===== config.mk =====
export PLATFORM = sky130hd
export DESIGN_NAME = popcnt_stream
export DESIGN_NICKNAME = d
export VERILOG_FILES = /design/src/rtl/popcnt_pkg.sv /design/src/rtl/popcnt_word.sv /design/src/rtl/popcnt_stream.sv
export SDC_FILE = /design/constraint.sdc
export NUM_CORES = 1
export LEC_CHECK = 0
export BUFFER_PORTS_ARGS = -buffer_cell sky130_fd_sc_hd__buf_2
export CORE_UTILIZATION = 48
export DETAILED_ROUTE_END_ITERATION = 7
export GPL_TIMING_DRIVEN = 0
export PLACE_DENSITY = 0.73
export SLEW_MARGIN = 20
export SYNTH_ARGS = -nofsm -noshare
export SYNTH_HDL_FRONTEND = slang
export SYNTH_SLANG_ARGS = --single-unit
export TNS_END_PERCENT = 1

===== constraint.sdc =====
create_clock -name i_clk -period 5.4 [get_ports i_clk]
set_input_delay 1.35 -clock i_clk [delete_from_list [all_inputs] [get_ports i_clk]]
set_output_delay 1.35 -clock i_clk [all_outputs]
set_load 0.02 [all_outputs]

===== src/rtl/popcnt_pkg.sv =====
// Shared types and width helper for the streaming population counter.
package popcnt_pkg;

    typedef enum logic {
        ACC  = 1'b0,
        DONE = 1'b1
    } state_t;

    // Bits needed to hold any value in 0..n.
    function automatic int cnt_width(input int n);
        return $clog2(n + 1);
    endfunction

endpackage


===== src/rtl/popcnt_word.sv =====
// Combinational popcount of a single W-bit word.
module popcnt_word #(
    parameter int W  = 8,
    localparam int PW = $clog2(W + 1)
) (
    input  logic [W-1:0]  i_data,
    output logic [PW-1:0] o_cnt
);

    // Ripple-sum of every bit; synthesis rebalances into an adder tree.
    always_comb begin
        o_cnt = '0;
        for (int i = 0; i < W; i++) begin
            o_cnt = o_cnt + PW'(i_data[i]);
        end
    end

endmodule


===== src/rtl/popcnt_stream.sv =====
// Streaming per-frame population counter with valid/ready in and out.
// Optional macro POPCNT_ZEROS_EN adds o_out_zeros (clear bits in counted words).
module popcnt_stream
    import popcnt_pkg::*;
#(
    parameter int W         = 8,
    parameter int MAX_WORDS = 4,
    localparam int CW       = cnt_width(W * MAX_WORDS),
    localparam int WW       = cnt_width(MAX_WORDS),
    localparam int PW       = $clog2(W + 1)
) (
    input  logic          i_clk,
    input  logic          i_rst,
    input  logic          i_in_valid,
    input  logic [W-1:0]  i_in_data,
    input  logic          i_in_last,
    output logic          o_in_ready,
    output logic          o_out_valid,
    output logic [CW-1:0] o_out_cnt,
    output logic [WW-1:0] o_out_words,
    output logic          o_out_ovf,
`ifdef POPCNT_ZEROS_EN
    output logic [CW-1:0] o_out_zeros,
`endif
    input  logic          i_out_ready
);

    state_t        r_state;
    state_t        w_state_nxt;
    logic [CW-1:0] r_cnt;
    logic [WW-1:0] r_words;
    logic          r_ovf;
    logic [PW-1:0] w_pc;
    logic          w_beat;
    logic          w_take;
    logic          w_consume;

    popcnt_word #(.W(W)) u_word (
        .i_data (i_in_data),
        .o_cnt  (w_pc)
    );

    assign w_beat    = i_in_valid && o_in_ready;
    assign w_consume = o_out_valid && i_out_ready;
    // Beats past MAX_WORDS are swallowed and only flag overflow.
    assign w_take    = w_beat && (r_words < WW'(MAX_WORDS));

    // State register.
    always_ff @(posedge i_clk) begin
        if (i_rst) r_state <= ACC;
        else       r_state <= w_state_nxt;
    end

    // Next-state and handshake decode from registered state.
    always_comb begin
        w_state_nxt = r_state;
        o_in_ready  = 1'b0;
        o_out_valid = 1'b0;
        case (r_state)
            ACC: begin
                o_in_ready = 1'b1;
                if (i_in_valid && i_in_last) w_state_nxt = DONE;
            end
            DONE: begin
                o_out_valid = 1'b1;
                if (i_out_ready) w_state_nxt = ACC;
            end
            default: w_state_nxt = ACC;
        endcase
    end

    // Accumulator, word counter and sticky overflow; frozen while in DONE.
    always_ff @(posedge i_clk) begin
        if (i_rst || w_consume) begin
            r_cnt   <= '0;
            r_words <= '0;
            r_ovf   <= 1'b0;
        end else if (w_take) begin
            r_cnt   <= r_cnt + CW'(w_pc);
            r_words <= r_words + WW'(1);
        end else if (w_beat) begin
            r_ovf   <= 1'b1;
        end
    end

    assign o_out_cnt   = r_cnt;
    assign o_out_words = r_words;
    assign o_out_ovf   = r_ovf;

`ifdef POPCNT_ZEROS_EN
    logic [CW-1:0] r_zeros;

    // Clear-bit tally, only over words that were actually counted.
    always_ff @(posedge i_clk) begin
        if (i_rst || w_consume) r_zeros <= '0;
        else if (w_take)        r_zeros <= r_zeros + CW'(W) - CW'(w_pc);
    end

    assign o_out_zeros = r_zeros;
`endif

endmodule

==> impl_results.md, run 1 <==
* Fin cells at 128
* Hold Path Class: reg -> reg
* Hold_ws at 0.486 ns
* Req. time, crit path at 5.59 ns
* Clock buffer depth at 2
* Die footprint at 1740 sq um
* DP Worst Slack at 0.363 ns
* Layout cell share with drive strength beyond 1 at 0.292
* Fin area at 921 sq um
* CP peak stage delay at 0.55 ns
* N_diodes at 0
* Mapped Cells at 85
* Grt met2 use at 0.303
* RSZ-0062 raised after global routing: no
* Final core occ at 0.666
* Final Wtd Congestion at 0.795
* Critical Path Sink Type: register
* Dominant cells by area after synthesis: dfxtp_1, fa_1, ha_1
* Area leader, netlist: dfxtp_1
* Fin crit share at 0.877
* Crit path top cell by count: fa_1
* Worst-path cell chain: buf_2, ha_1, inv_1, fa_1, fa_1, fa_1, fa_1, inv_1, ha_1, a211oi_1, o21bai_1, a31o_2, a21oi_1
* # hold bufs at CTS at 0
* Placed insts at approximately 120
* Vias in the first global route at 587
* Yosys top cell area share at 0.291
* Static Leak at 0.475 nW
* Sequential-to-total area share from yosys stat at 0.291
* Final Hold Vio Count at 0
* Worst Reg-to-Reg Cells at 7
* CTS-repair resized insts at 0
* Critical Path Stages at 13
* Setup tns final at 0 ns
* Initial antenna violation count at 0
* Die Y at 41.7 microns
* FF+latch count, synth at 11
* FF-to-FF End: o_out_cnt[4]
* Slowest cell on the critical path: fa_1
* M1 GR Usage at 0.225
* Worst skew pair latency at 0.26 ns
* Area of the mapped netlist at 756 sq um
* R2R Setup Slk at 3.73 ns
* Post-CTS setup buffer count at 0
* Synth Net Count at about 110
* Top Ports at 25
* Placed cell area at 895 sq um
* Total Power at 0.263 mW
* Setup CP Type: in -> reg
* DRT Pass-1 Iters at 4
* CTS tree: yes
* Setup ws final at 0.662 ns
* Family with the most delay on the worst path: adder cells
* Max Fclk at 211 MHz
* Avg WL per Cell at 10.8 microns
* Yosys warns at 0
* Worst Hold Path Cells at 2
* VDD IR max at 0.000216 V
* GRT overflow at 0
* CP bufs+invs at 3
* H-tree levels at 1
* DRT antenna net count at 0
* Status: completed
* Met3 usage at 0.0652
* Drc violations at 0
* Area Overhead vs Synth at 21.9%
* Tmin final at 4.74 ns
* Routed vias/inst at 4.95
* Final setup fails at 0
* Commonest cells after routing, fill and taps aside: buf_2, inv_1, nor2_1, dfxtp_1, ha_1
* Crit path launch type: primary input
* CTS Buf Count at 3
* Most common cell after layout, fill and taps aside: buf_2
* Worst r2r src: o_out_cnt[0]
* Yosys cell types at 25
* Hold path endpoint: o_out_ovf
* Least-Margin Pin Slew at 0.701 ns
* Max cap viols at 0
* Slew Viols, Final at 0
* Initial core utilization at 0.547
* Largest net degree at the start of global routing at 11
* Core area at 1380 sq um
* HPWL Detailed at 1.15 mm
* Site row count at 13
* Most used routing layer: met2
* Setup Skew at 0.000648 ns
* First-pass GRT wire length at 2.43 mm
* Via count at ~630
* CTS clock-pin slew for the worst setup and hold paths at around 0.070 ns
* Clk root buf: clkbuf_4
* Max FO, Critical Path at 3
* Total Wirelength at 1.38 mm
* Syn Area/Cell at 8.89 sq um
* # port buffers at 24
* Slew headroom at 0.531
* GRT Total Usage at 0.179
* Nets at 140
* HP Start: o_out_ovf
* Worst endpoint data arrival time at 4.93 ns
* CTS Sinks at 11
* Pwr/cell area at 286 nW/um^2
* 1st-iter DRT viols at 9
* Die Span X at 41.7 microns
-- state kept, by name, indices dropped and copies added, names as in the netlist --
signal       flops
o_out_cnt        6
o_out_ovf        1
o_out_words      3
r_state          1
-- worst reg2reg max path, cell delays in order (launching register included) --
cell and delay, ns:
dfxtp_1 0.35, ha_1 0.18, inv_1 0.06, fa_1 0.37
nand2b_1 0.18, a211oi_2 0.21, xnor2_1 0.14, nor2_1 0.05
-- per-layer routing --
| metal | share of wire | vias up |
|---|---|---|
| met4 | 0 | 0 |
| met2 | 0.49 | 17 |
| met5 | 0 | - |
| met1 | 0.46 | 288 |
| met3 | 0.052 | 0 |
| li1 | - | 328 |
-- kinds of logic after synthesis --
family,share of synthesized area
DFF,0.291
AOI/OAI and AO/OA,0.131
xor gates and xnor gates,0.0348
muxes,0.0265
buffers and inverters,0.0844
and+or+nand+nor,0.167
adders and majority gates,0.265
-- layout make-up --
class,count,area [sq um]
Clock buffer,4,26.3
Fill cell,134,462
Sequential cell,11,220
Buffer,1,3.75
Tap cell,15,18.8
Timing Repair Buffer,24,120
Multi-Input combinational cell,57,472
Inverter,16,60.1
-- report_power, final --
part           internal (mW)  switching, mW
clock network         0.0286         0.0255
registers             0.0892        0.00747
logic                 0.0496         0.0628
total                  0.167         0.0958
-- synth_stat cells, drive strengths merged --
master  number
nor2        15
inv         16
nor3b        1
a21oi        5
nand3        1
fa           5
dfxtp       11
a21o         1
a31o         1
or3b         1
and2b        1
o21bai       1
mux2i        2
ha           8
nor2b        1
o21a         1
a211oi       3
clkbuf       1
o41ai        1
o21ai        1
nand4        1
nand2        2
xnor2        3
nand2b       2
-- worst max path at each step --
stage	startpoint	end	slack, ns
global route	i_in_data[0]	o_out_cnt[5]	0.49
global placement	i_in_data[0]	o_out_cnt[5]	0.48
finish	i_in_data[0]	o_out_cnt[5]	0.66
floorplan	i_in_data[0]	o_out_cnt[5]	0.75
CTS	i_in_data[0]	o_out_cnt[5]	0.64
detailed placement	i_in_data[0]	o_out_cnt[5]	0.36
No activity file was read; power rests on OpenSTA's default activity.
==> run 2: changes to the inputs <==
- ABC_AREA: unset -> 1
- CORE_UTILIZATION: 48 -> 49
- PLACE_DENSITY: 0.73 -> 0.74
==> impl_results.md, run 2 <==
* Status: completed
* Setup ws final at 1.05 ns
* # hold bufs at CTS at 0
* Async SR Flop Fraction at 0
* FF+latch count, synth at 11
* Via count at 690
* DRT antenna net count at 0
* Placed cell area at around 940 sq um
* Fin crit share at 0.805
* Largest net degree at the start of global routing at 11
* Post-synth EDFFs at 0
* Tmin final at 4.35 ns
* Worst skew pair latency at 0.27 ns
* Avg WL per Cell at 10.1 microns
* GRT Total Usage at 0.195
* Total Power at ~0.27 mW
* RSZ-0062 raised after global routing: no
* Slew Viols, Final at 0
* Area of the mapped netlist at 803 sq um
* Yosys top cell area share at 0.274
* Max cap viols at 0
* VDD IR max at around 0.00014 V
* CTS Sinks at 11
* Setup tns final at 0 ns
* Commonest cells after routing, fill and taps aside: buf_2, inv_1, nand2_1, dfxtp_1, nor2_1
* Static Leak at between 0.5 and 0.6 nW
* Top Ports at 25
* GRT overflow at 0
* DRT Pass-1 Iters at 3
* Clock buffer depth at 2
* Yosys cell types at 21
* Area Overhead vs Synth at 20.7%
* Clk root buf: clkbuf_4
* Worst endpoint data arrival time at 4.52 ns
* Mapped Cells at 98
* Setup Skew at 0.00439 ns
* CTS clock-pin slew for the worst setup and hold paths at roughly 0.070 ns
* Routed vias/inst at between 4 and 5
* Most frequent cell after synthesis: inv_1
* Initial antenna violation count at 0
* Post-synth top cells: inv_1, nand2_1, dfxtp_1
* Critical Path Sink Type: register
* H-tree levels at 1
* Die Y at 42.5 microns
* Synth Net Count at 124
* Slew headroom at 0.799
* Post-CTS setup buffer count at 0
* N_diodes at 0
* Least-Margin Pin Slew at 0.300 ns
* Nets at 153
* Layout cell share with drive strength beyond 1 at 0.294
* Vias in the first global route at 633
* Setup CP Type: in -> reg
* Reg area at 220 sq um
* Syn Area/Cell at 8.20 sq um
* 1st-iter DRT viols at 6
* First-pass GRT wire length at 2.57 mm
* Crit path launch type: primary input
* Dominant cells by area after synthesis: dfxtp_1, fa_1, ha_1
* Max Fclk at between 200 and 250 MHz
* Fillers at 143
* CTS-repair resized insts at 0
* Final Hold Vio Count at 0
* Max FO, Critical Path at 2
* Most common cell after layout, fill and taps aside: buf_2
* Area of the multi-input gates at 482 sq um
* Sequential-to-total area share from yosys stat at 0.274
* CTS tree: yes
* Fin area at 970 sq um
* CTS Buf Count at 3
* Core area at 1520 sq um
* Largest register FFs at 6
* DP Worst Slack at 0.752 ns
* Synth Flop Type: dfxtp_1
* Final Wtd Congestion at 0.795
* Drc violations at 0
* Final setup fails at 0
* Area leader, netlist: dfxtp_1
* Die footprint at 1810 sq um
* HPWL Detailed at around 1.1 mm
* Yosys warns at 0
* Site row count at 14
* Initial core utilization at 0.527
* # port buffers at 24
* Total Wirelength at around 1.4 mm
* Die Span X at 42.5 microns
* Req. time, crit path at between 5 and 6 ns
* Pwr/cell area at about 280 nW/um^2
* Hold Path Class: reg -> reg
==> run 2: cell count changes after synthesis, sizes merged, moves of 2 or more <==
cell,change
a21oi,+3
inv,+7
xnor2,-2
o21ai,+5
mux2i,-2
nand3,+3
nand2,+12
nand2b,-2
a211oi,-3
o21a,+2
nor2,-3
==> run 2: final timing paths <==
| path | from | endpoint | slack (ns) | depth (start not counted) |
|---|---|---|---|---|
| setup / recovery | i_in_data[0] | o_out_cnt[4] | 1.05 | 14 |
| hold / removal | o_out_ovf | o_out_ovf | 0.47 | 1 |
| setup reg to reg | o_out_cnt[0] | o_out_cnt[4] | 3.81 | 9 |
| hold reg to reg | o_out_ovf | o_out_ovf | 0.47 | 1 |
==> run 2: logic make-up (layout without fill, tap and decap cells) <==
| kind of cell | Yosys count | after routing | share of synthesized area |
|---|---|---|---|
| XOR/XNOR | 2 | 2 | 0.0218 |
| buffers and inverters | 24 | 52 | 0.126 |
| adder cells (fa/ha/maj) | 13 | 13 | 0.249 |
| AND/OR/NAND/NOR | 31 | 31 | 0.190 |
| flip-flops | 11 | 11 | 0.274 |
| AO/OA/AOI/OAI | 17 | 17 | 0.139 |
==> run 2: final cells by class <==
type | instances | share of cell area
multi-input combinational | 63 | 0.497
buffer | 1 | 0.0155
clock buffer | 4 | 0.0271
timing repair buffer | 24 | 0.124
inverter | 23 | 0.0890
sequential | 11 | 0.227
tap | 16 | 0.0206
==> run 2: worst max-delay path, cell delays in order <==
cell	delay, ns
buf_2	0.10
ha_1	0.27
inv_1	0.04
fa_1	0.49
fa_1	0.43
fa_1	0.41
fa_1	0.49
fa_1	0.44
o21ai_0	0.18
nand2_1	0.07
nand2_1	0.09
nand3_2	0.06
nand2_1	0.06
nor2_1	0.04
==> run 2: metrics by stage <==
| stage | hold slack (ns) | util | instances |
|---|---|---|---|
| floorplan | 0.585 | - | 98 |
| global placement | 0.442 | 0.619 | 138 |
| detailed placement | 0.458 | 0.619 | 138 |
| CTS | 0.475 | 0.636 | 142 |
| global route | 0.515 | 0.636 | 142 |
| finish | 0.466 | 0.636 | 142 |
==> run 2: layer usage <==
metal / GRT usage / wire length [microns]
met2: 0.342 / 745
met4: 0.0750 / 21
met1: 0.216 / 587
met3: 0.0647 / 77
met5: 0 / 0
==> run 2: power by group <==
group	total (mW)	switching (mW)	internal [mW]	leakage (nW)
Combinational	0.114	0.0658	0.0486	0.419
Sequential	0.0962	0.00751	0.0887	0.0902
Clock	0.0571	0.0285	0.0286	0.0150
Total	0.268	0.102	0.166	0.524
